### config.mk
export PLATFORM = sky130hd
export DESIGN_NAME = tour_cmd_flat
export DESIGN_NICKNAME = d
export VERILOG_FILES = /design/src/rtl/tour_cmd_if.sv /design/src/rtl/tour_cmd.sv /design/src/flat_wrapper.sv
export SDC_FILE = /design/constraint.sdc
export NUM_CORES = 1
export LEC_CHECK = 0
export CELL_PAD_IN_SITES_DETAIL_PLACEMENT = 1
export CELL_PAD_IN_SITES_GLOBAL_PLACEMENT = 1
export CORE_AREA = 3 3 66 68
export DETAILED_ROUTE_END_ITERATION = 10
export DIE_AREA = 0 0 69 71
export PLACE_DENSITY = 0.77
export SYNTH_ARGS = -nofsm -noshare
export SYNTH_HDL_FRONTEND = slang
export SYNTH_SLANG_ARGS = --single-unit
### constraint.sdc
create_clock -name clk -period 2.1 [get_ports clk]
set_input_delay 0.21 -clock clk [delete_from_list [all_inputs] [get_ports clk]]
set_output_delay 0.21 -clock clk [all_outputs]
set_load 0.03 [all_outputs]
### src/rtl/tour_cmd_if.sv
// Bus between the tour replayer, the solver, the UART path and the command processor.
// master = tour_cmd, slave = the surrounding logic.
interface tour_cmd_if;
    logic        start_tour;
    logic [7:0]  move;
    logic [4:0]  mv_indx;
    logic [15:0] cmd_UART;
    logic        cmd_rdy_UART;
    logic [15:0] cmd;
    logic        cmd_rdy;
    logic        clr_cmd_rdy;
    logic        send_resp;
    logic [7:0]  resp;

    modport master (
        input  start_tour, move, cmd_UART, cmd_rdy_UART, clr_cmd_rdy, send_resp,
        output mv_indx, cmd, cmd_rdy, resp
    );
    modport slave (
        output start_tour, move, cmd_UART, cmd_rdy_UART, clr_cmd_rdy, send_resp,
        input  mv_indx, cmd, cmd_rdy, resp
    );
endinterface

### src/rtl/tour_cmd.sv
// Replays a solved knight's tour as two-leg movement commands (vertical then horizontal),
// otherwise passes UART commands straight through to the command processor.
module tour_cmd (
    input  logic        clk,
    input  logic        rst,
    tour_cmd_if.master  bus
);
    typedef enum logic [2:0] {IDLE, VERT, HOLDV, HORZ, HOLDH} state_t;

    localparam logic [7:0] HEAD_N = 8'h00;
    localparam logic [7:0] HEAD_W = 8'h3F;
    localparam logic [7:0] HEAD_S = 8'h7F;
    localparam logic [7:0] HEAD_E = 8'hBF;
    localparam logic [4:0] LAST_MV = 5'd23;

    state_t      r_state, w_next;
    logic [4:0]  r_mv_indx, w_mv_nxt;
    logic [1:0]  w_dx_mag, w_dy_mag;
    logic        w_dx_neg, w_dy_neg, w_zero;
    logic [15:0] w_vcmd, w_hcmd;
    logic [7:0]  w_vhead, w_hhead;

    // Lowest set bit wins so a glitchy multi-hot move still decodes to a legal jump.
    always_comb begin
        w_dx_mag = 2'd0;
        w_dy_mag = 2'd0;
        w_dx_neg = 1'b0;
        w_dy_neg = 1'b0;
        w_zero   = 1'b0;
        casez (bus.move)
            8'b???????1: begin w_dx_mag = 2'd1;                  w_dy_mag = 2'd2;                  end
            8'b??????10: begin w_dx_mag = 2'd1; w_dx_neg = 1'b1; w_dy_mag = 2'd2;                  end
            8'b?????100: begin w_dx_mag = 2'd2; w_dx_neg = 1'b1; w_dy_mag = 2'd1;                  end
            8'b????1000: begin w_dx_mag = 2'd2; w_dx_neg = 1'b1; w_dy_mag = 2'd1; w_dy_neg = 1'b1; end
            8'b???10000: begin w_dx_mag = 2'd1; w_dx_neg = 1'b1; w_dy_mag = 2'd2; w_dy_neg = 1'b1; end
            8'b??100000: begin w_dx_mag = 2'd1;                  w_dy_mag = 2'd2; w_dy_neg = 1'b1; end
            8'b?1000000: begin w_dx_mag = 2'd2;                  w_dy_mag = 2'd1; w_dy_neg = 1'b1; end
            8'b10000000: begin w_dx_mag = 2'd2;                  w_dy_mag = 2'd1;                  end
            default:     w_zero = 1'b1;
        endcase
    end

    assign w_vhead = w_dy_neg ? HEAD_S : HEAD_N;
    assign w_hhead = w_zero ? HEAD_N : (w_dx_neg ? HEAD_W : HEAD_E);
    assign w_vcmd  = {4'h2, w_vhead, 2'b00, w_dy_mag};
    assign w_hcmd  = {4'h3, w_hhead, 2'b00, w_dx_mag};

    always_ff @(posedge clk or posedge rst) begin
        if (rst) begin
            r_state   <= IDLE;
            r_mv_indx <= 5'd0;
        end else begin
            r_state   <= w_next;
            r_mv_indx <= w_mv_nxt;
        end
    end

    // Handshake: clr_cmd_rdy only matters while offering, send_resp only while holding.
    always_comb begin
        w_next       = r_state;
        w_mv_nxt     = r_mv_indx;
        bus.cmd      = bus.cmd_UART;
        bus.cmd_rdy  = 1'b0;
        bus.resp     = 8'h5A;
        case (r_state)
            IDLE: begin
                bus.cmd_rdy = bus.cmd_rdy_UART;
                bus.resp    = 8'hA5;
                if (bus.start_tour) begin
                    w_next   = VERT;
                    w_mv_nxt = 5'd0;
                end
            end
            VERT: begin
                bus.cmd     = w_vcmd;
                bus.cmd_rdy = 1'b1;
                if (bus.clr_cmd_rdy) w_next = HOLDV;
            end
            HOLDV: begin
                bus.cmd = w_vcmd;
                if (bus.send_resp) w_next = HORZ;
            end
            HORZ: begin
                bus.cmd     = w_hcmd;
                bus.cmd_rdy = 1'b1;
                if (bus.clr_cmd_rdy) w_next = HOLDH;
            end
            HOLDH: begin
                bus.cmd = w_hcmd;
                if (r_mv_indx == LAST_MV) bus.resp = 8'hA5;
                if (bus.send_resp) begin
                    if (r_mv_indx == LAST_MV) begin
                        w_next = IDLE;
                    end else begin
                        w_next   = VERT;
                        w_mv_nxt = r_mv_indx + 5'd1;
                    end
                end
            end
            default: w_next = IDLE;
        endcase
    end

    assign bus.mv_indx = r_mv_indx;
endmodule

### src/flat_wrapper.sv
// flat-port wrapper written by rule: the top's interface ports become plain ports
module tour_cmd_flat 
  (clk, rst, bus_start_tour, bus_move, bus_cmd_UART, bus_cmd_rdy_UART, bus_clr_cmd_rdy, bus_send_resp, bus_mv_indx, bus_cmd, bus_cmd_rdy, bus_resp);
  tour_cmd_if bus_i ();
  input  logic clk;
  input  logic rst;
  input wire logic [$bits(bus_i.start_tour)-1:0] bus_start_tour;
  input wire logic [$bits(bus_i.move)-1:0] bus_move;
  input wire logic [$bits(bus_i.cmd_UART)-1:0] bus_cmd_UART;
  input wire logic [$bits(bus_i.cmd_rdy_UART)-1:0] bus_cmd_rdy_UART;
  input wire logic [$bits(bus_i.clr_cmd_rdy)-1:0] bus_clr_cmd_rdy;
  input wire logic [$bits(bus_i.send_resp)-1:0] bus_send_resp;
  output wire logic [$bits(bus_i.mv_indx)-1:0] bus_mv_indx;
  output wire logic [$bits(bus_i.cmd)-1:0] bus_cmd;
  output wire logic [$bits(bus_i.cmd_rdy)-1:0] bus_cmd_rdy;
  output wire logic [$bits(bus_i.resp)-1:0] bus_resp;
  assign bus_i.start_tour = bus_start_tour;
  assign bus_i.move = bus_move;
  assign bus_i.cmd_UART = bus_cmd_UART;
  assign bus_i.cmd_rdy_UART = bus_cmd_rdy_UART;
  assign bus_i.clr_cmd_rdy = bus_clr_cmd_rdy;
  assign bus_i.send_resp = bus_send_resp;
  assign bus_mv_indx = bus_i.mv_indx;
  assign bus_cmd = bus_i.cmd;
  assign bus_cmd_rdy = bus_i.cmd_rdy;
  assign bus_resp = bus_i.resp;
  tour_cmd u_core (.clk(clk), .rst(rst), .bus(bus_i));
endmodule
======== Word-level counts from Yosys, hierarchy flattened ========
Index checks and enable logic that the tools add are counted.
W data, S select, Z words.
word-level totals
  flip-flop bits (word level) ............. 8
  output and inout bits ................... 30
  ROM bits ................................ 0
  bits in writable memories ............... 0
  latch bits .............................. 0
  input port bits ......................... 30
  memories ................................ 0
  logic and storage cells ................. 55
operators by class
  eq/ne operators ......................... 18
  shifts and indexed selects .............. 0
  bitwise logic cells ..................... 0
  magnitude comparators ................... 0
  multiplexer cells ....................... 22
  divide/modulo/power cells ............... 0
  multipliers ............................. 0
  add/subtract/negate cells ............... 1
  reductions and logical operators ........ 12
operators by type and width
  cell                   number
  $pmux W16 S2           1
  $mux W8                3
  $pmux W8 S2            1
  $reduce_or A4 Y1       4
  $mux W3                5
  $mux W5                3
  $pmux W3 S5            1
  $ne A2 B2 Y1 const B   6
  $eq A5 B5 Y1 const B   2
  $pmux W5 S2            1
  $eq A8 B8 Y1 const B   1
  $pmux W2 S2            2
  $reduce_or A8 Y1       1
  $eq A7 B7 Y1 const B   1
  $mux W7                1
  $eq A3 B2 Y1 const B   2
  $eq A3 B3 Y1 const B   2
  $eq A6 B6 Y1 const B   1
  $reduce_or A2 Y1       3
  $add A5 B1 Y5 const B  1
  $reduce_and A5 Y1      1
  $eq A4 B4 Y1 const B   1
  $reduce_and A4 Y1      1
  $eq A3 B1 Y1 const B   1
  other kinds (5)        7

======== Longest topological paths before layout ========
  depth after elaboration ................. 6
  depth in mapped cells ................... 7
  gate-level depth less buffers ........... 5

======== Least setup slack after synthesis ========
Ideal clock, no wire load.
  path type ............................... flip-flop to output port
  start ................................... reg u_core.r_mv_indx[1], in the netlist u_core.bus.mv_indx[1]
  end ..................................... out bus_resp[2]
  path slack .............................. 0.070 ns
  path buffers ............................ 1
  data required time ...................... 1.890 ns
  arrival time ............................ 1.820 ns
  cell stages (with the launch flop) ...... 7
  cells stage by stage .................... dfrtp_1 > ha_1 > nand4b_1 > nand2_1 > nand2_1 > inv_1 > buf_4
between the ends
  word-level cells in the longest chain between the ends .. 3
RTL lines
  what                    line                source
  from (decl)             tour_cmd.sv:17      logic [4:0] r_mv_indx, w_mv_nxt;
  from (signal assigned)  tour_cmd.sv:54      r_mv_indx <= w_mv_nxt;
  $eq A5 B5 Y1            tour_cmd.sv:90      if (r_mv_indx == LAST_MV) bus.resp = 8'hA5;
  $mux W8                 tour_cmd.sv:90
  $pmux W8 S2             tour_cmd.sv:65      case (r_state)
  to (decl)               flat_wrapper.sv:16  output wire logic [$bits(bus_i.resp)-1:0] bus_resp;
No other way between the ends.

======== Worst setup path after layout ========
  start ................................... in bus_move[4]
  end ..................................... out bus_cmd[0]
between the ends
  word-level cells in the longest chain between the ends .. 4
  elaborated cells between the ends (all ways) .. 9
  classes of those cells .................. eq/ne (4); mux (3); reduce/logical (2)
RTL lines
  what                                        line                source
  from (decl)                                 flat_wrapper.sv:8   input wire logic [$bits(bus_i.move)-1:0] bus_move;
  $eq A8 B8 Y1, or another cell as far along  tour_cmd.sv:30      casez (bus.move)
  $reduce_or A4 Y1 (no line)                  -
  $pmux W2 S2                                 tour_cmd.sv:30
  $pmux W16 S2 *                              tour_cmd.sv:65
  to (decl)                                   flat_wrapper.sv:14  output wire logic [$bits(bus_i.cmd)-1:0] bus_cmd;
Mark *: on every way between the ends. The rest lies on a longest branch, timed or not.

==> flow_summary_export.csv <==
group,metric,value,unit
die,core,0.00391,mm²
timing,worst_pin_slew,430,ps
global_routing,antenna_found_initial,1,
drt,route.met3.wl,125,µm
placement,hpwlAfterDp,3330,µm
final_layout,nFillCells,475,
die,die_w,69,µm
logic_synthesis,syn_area_per_cell,7.78,µm²
timing,finalSetupViolCount,0,
min_path,hp-class,"in2async",
drt,wl_met1,1720,µm
global_routing,grt_first_pass_wirelength,7050,µm
timing,finalHoldViolCount,0,
placement,place.gp.congestion,0.845,
logic_synthesis,syn-num-nets,154,
drt,routed_via_density,5.00,
final_layout,final_util,47.1,%
worst_setup_path,crit_path_cell_trace,"clkdlybuf4s50_1 > nor2_2 > o31a_1 > o21ai_1 > or4_1 > buf_6",
final_layout,final_common_cell,"buf_4",
worst_setup_path,slowest_stage,"or4_1",
final_layout,final_layout_size_suffix_gt1_share,36.6,%
clock_tree,cts_buffer_depth,2,
logic_synthesis,synth.area.top_cells,"dfrtp_1 21%, a21o_1 8.6%, buf_4 6.3%",
timing,fmax,483,MHz
logic_synthesis,yosys_warnings,0,
power_and_ir_drop,pwr-share-clk,6.4,%
logic_synthesis,synth_top_area_share,20.9,%
timing,min_period,2070,ps
die,start_util,24.5,%
timing,finalCritPeriodShare,98.6,%
logic_synthesis,ys_seq_elements,8,
worst_setup_path,cp.required,1890,ps
power_and_ir_drop,p_total,2.84,mW
worst_setup_path,slowest_delay,540,ps
timing,final-max-slew-violation-count,0,
placement,port_buffers,59,
logic_synthesis,synthFlopType,"dfrtp_1",
timing,clock_skew,1.74,ps
drt,wl_met2,2330,µm
logic_synthesis,yosysUniqueCellTypes,42,
drt,wirelength,4260,µm
final_layout,area_growth,92.7,%
global_routing,first_global_vias,1386,
logic_synthesis,synth_edf_count,0,
logic_synthesis,syn_area,957,µm²
clock_tree,clock-root-buffer,"clkbuf_8",
final_layout,nets,238,
power_and_ir_drop,p_leak,0.875,nW
placement,place_ws,-382,ps
drt,antenna_left,0,
drt,drt_iter0_drc,35,
clock_tree,cts_sinks,8,
power_and_ir_drop,internal_power,1.34,mW
worst_setup_path,cp_data_arrival_time,1860,ps
die,die_h,71,µm
logic_synthesis,syn_inst,123,
drt,top_layer,"met4",
global_routing,grt.overflow.total,0,
logic_synthesis,async_flop_share,100,%
power_and_ir_drop,switchingPower,1.50,mW
drt,firstDrtPassIters,4,
clock_tree,numCtsBuffers,3,
clock_tree,clk_pin_slew,40,ps
global_routing,grt_max_degree,12,
global_routing,grt.total_usage,17.3,%
final_layout,layout_common_cells,"50 x buf_4, 31 x clkdlybuf4s50_1, 10 x a21o_1, 10 x nand2_1, 8 x dlygate4sd2_1",
power_and_ir_drop,power_density,1540,mW/mm²
power_and_ir_drop,swShare,52.9,%
worst_setup_path,crit_fanout,3,
clock_tree,clk_latency,220,ps
worst_setup_path,cp-start-kind,"input port",
worst_setup_path,crit_path_end_kind,"primary output",
timing,setup-tns-final,0,ps
power_and_ir_drop,max-vdd-ir-drop,0.679,mV
drt,wl_per_cell,16.6,µm
die,num_rows,23,
drt,via_count,1281,
power_and_ir_drop,pwr-share-comb,85.0,%
die,ios,60,
timing,holdWs,247,ps
clock_tree,cts_max_level,1,
power_and_ir_drop,seq_power_share,8.6,%
logic_synthesis,synth-seq-area-share,20.9,%
clock_tree,cts_tree,"yes",
clock_tree,cts_hold_buf,0,
die,dieArea,0.00490,mm²
timing,finalWorstSetupSlack,28.8,ps
flow_run,cap_violations,0,
drt,drcViolationCount,0,
timing,relSlewSlack,71.1,%
worst_setup_path,critPathKind,"in2out",
run_status,status,"completed",
logic_synthesis,yosys.area.top_type,"dfrtp_1",
[per-layer routing]
metal / track usage [%] / up-vias
met4: 5.64 / 0
met5: 0 / -
met3: 1.99 / 8
li1: - / 605
met2: 31.8 / 34
met1: 21.0 / 634
[kinds of logic (layout without fill, tap and decap cells)]
logic type                 after synthesis  in the layout  synth area share [%]
DFF                                      8              8                  20.9
other                                    0              1                     0
xor gates and xnor gates                 3              3                  2.75
adders and majority gates                1              1                  1.31
buffers and inverters                   19            101                  11.2
AOI/OAI and AO/OA                       34             34                  25.0
and+or+nand+nor                         55             55                  35.7
muxes                                    3              3                  3.14
[worst paths after layout]
path	startpoint	endpoint	slack (ps)	cells past startpoint
min in group clk	u_core.bus.mv_indx[2]	u_core.bus.mv_indx[2]	560	1
min reg2reg	u_core.bus.mv_indx[2]	u_core.bus.mv_indx[2]	560	1
max reg2reg	u_core.r_state[1]	u_core.bus.mv_indx[1]	260	6
max	bus_move[4]	bus_cmd[0]	30	6
min	rst	u_core.bus.mv_indx[0]	250	2
max in group asynchronous	rst	u_core.r_state[0]	1590	2
[critical path, delay by kind of cell]
kind / cells / cell delay (ps)
AND/OR/NAND/NOR: 2 / 710
buffers and inverters: 2 / 610
AO/OA/AOI/OAI: 2 / 330
[power groups by stage]
stage                     logic [mW]  clock network (mW)  registers [mW]
after global placement          2.18                   0           0.243
after detailed placement        2.25                   0           0.245
after global routing            2.56               0.198           0.251
final                           2.41               0.181           0.244
after floorplan                 1.47                   0           0.201
after CTS                       2.28               0.190           0.241
[cells in the mapped netlist, types with 4 or more instances]
| library cell | count |
|---|---|
| a21o_1 | 11 |
| nand2_1 | 10 |
| nor2_1 | 9 |
| buf_4 | 8 |
| dfrtp_1 | 8 |
| o21ai_0 | 6 |
| and2_1 | 5 |
| inv_1 | 5 |
| a211oi_1 | 4 |
| buf_2 | 4 |
| nand3_1 | 4 |
[what timing repair did]
| action | CTS | global route |
|---|---|---|
| cloned | 0 | 1 |
| pin swaps | 2 | 4 |
| setup buffers | 5 | 0 |
| endpoints found under the setup margin | 17 | 14 |
| gates resized for setup | 16 | 20 |
[state kept, by name, indices dropped and copies added (netlist names)]
name	count
u_core.bus.mv_indx	5
u_core.r_state	3
[through the flow]
step	std cells	area, µm²
floorplan	123	957
global placement	246	1690
detailed placement	246	1690
CTS	254	1770
global route	256	1840
finish	256	1840
[area by class of cell]
cell class / count / area [µm²] / share of cell area (%)
clock buffers: 3 / 41.3 / 2.24
multi-input cells: 96 / 713 / 38.7
well taps: 50 / 62.6 / 3.39
flip-flops and latches: 8 / 204 / 11.1
diodes: 1 / 2.50 / 0.136
inverters: 5 / 18.8 / 1.02
repair buffers: 93 / 802 / 43.5
No activity file was read; power rests on OpenSTA's default activity.
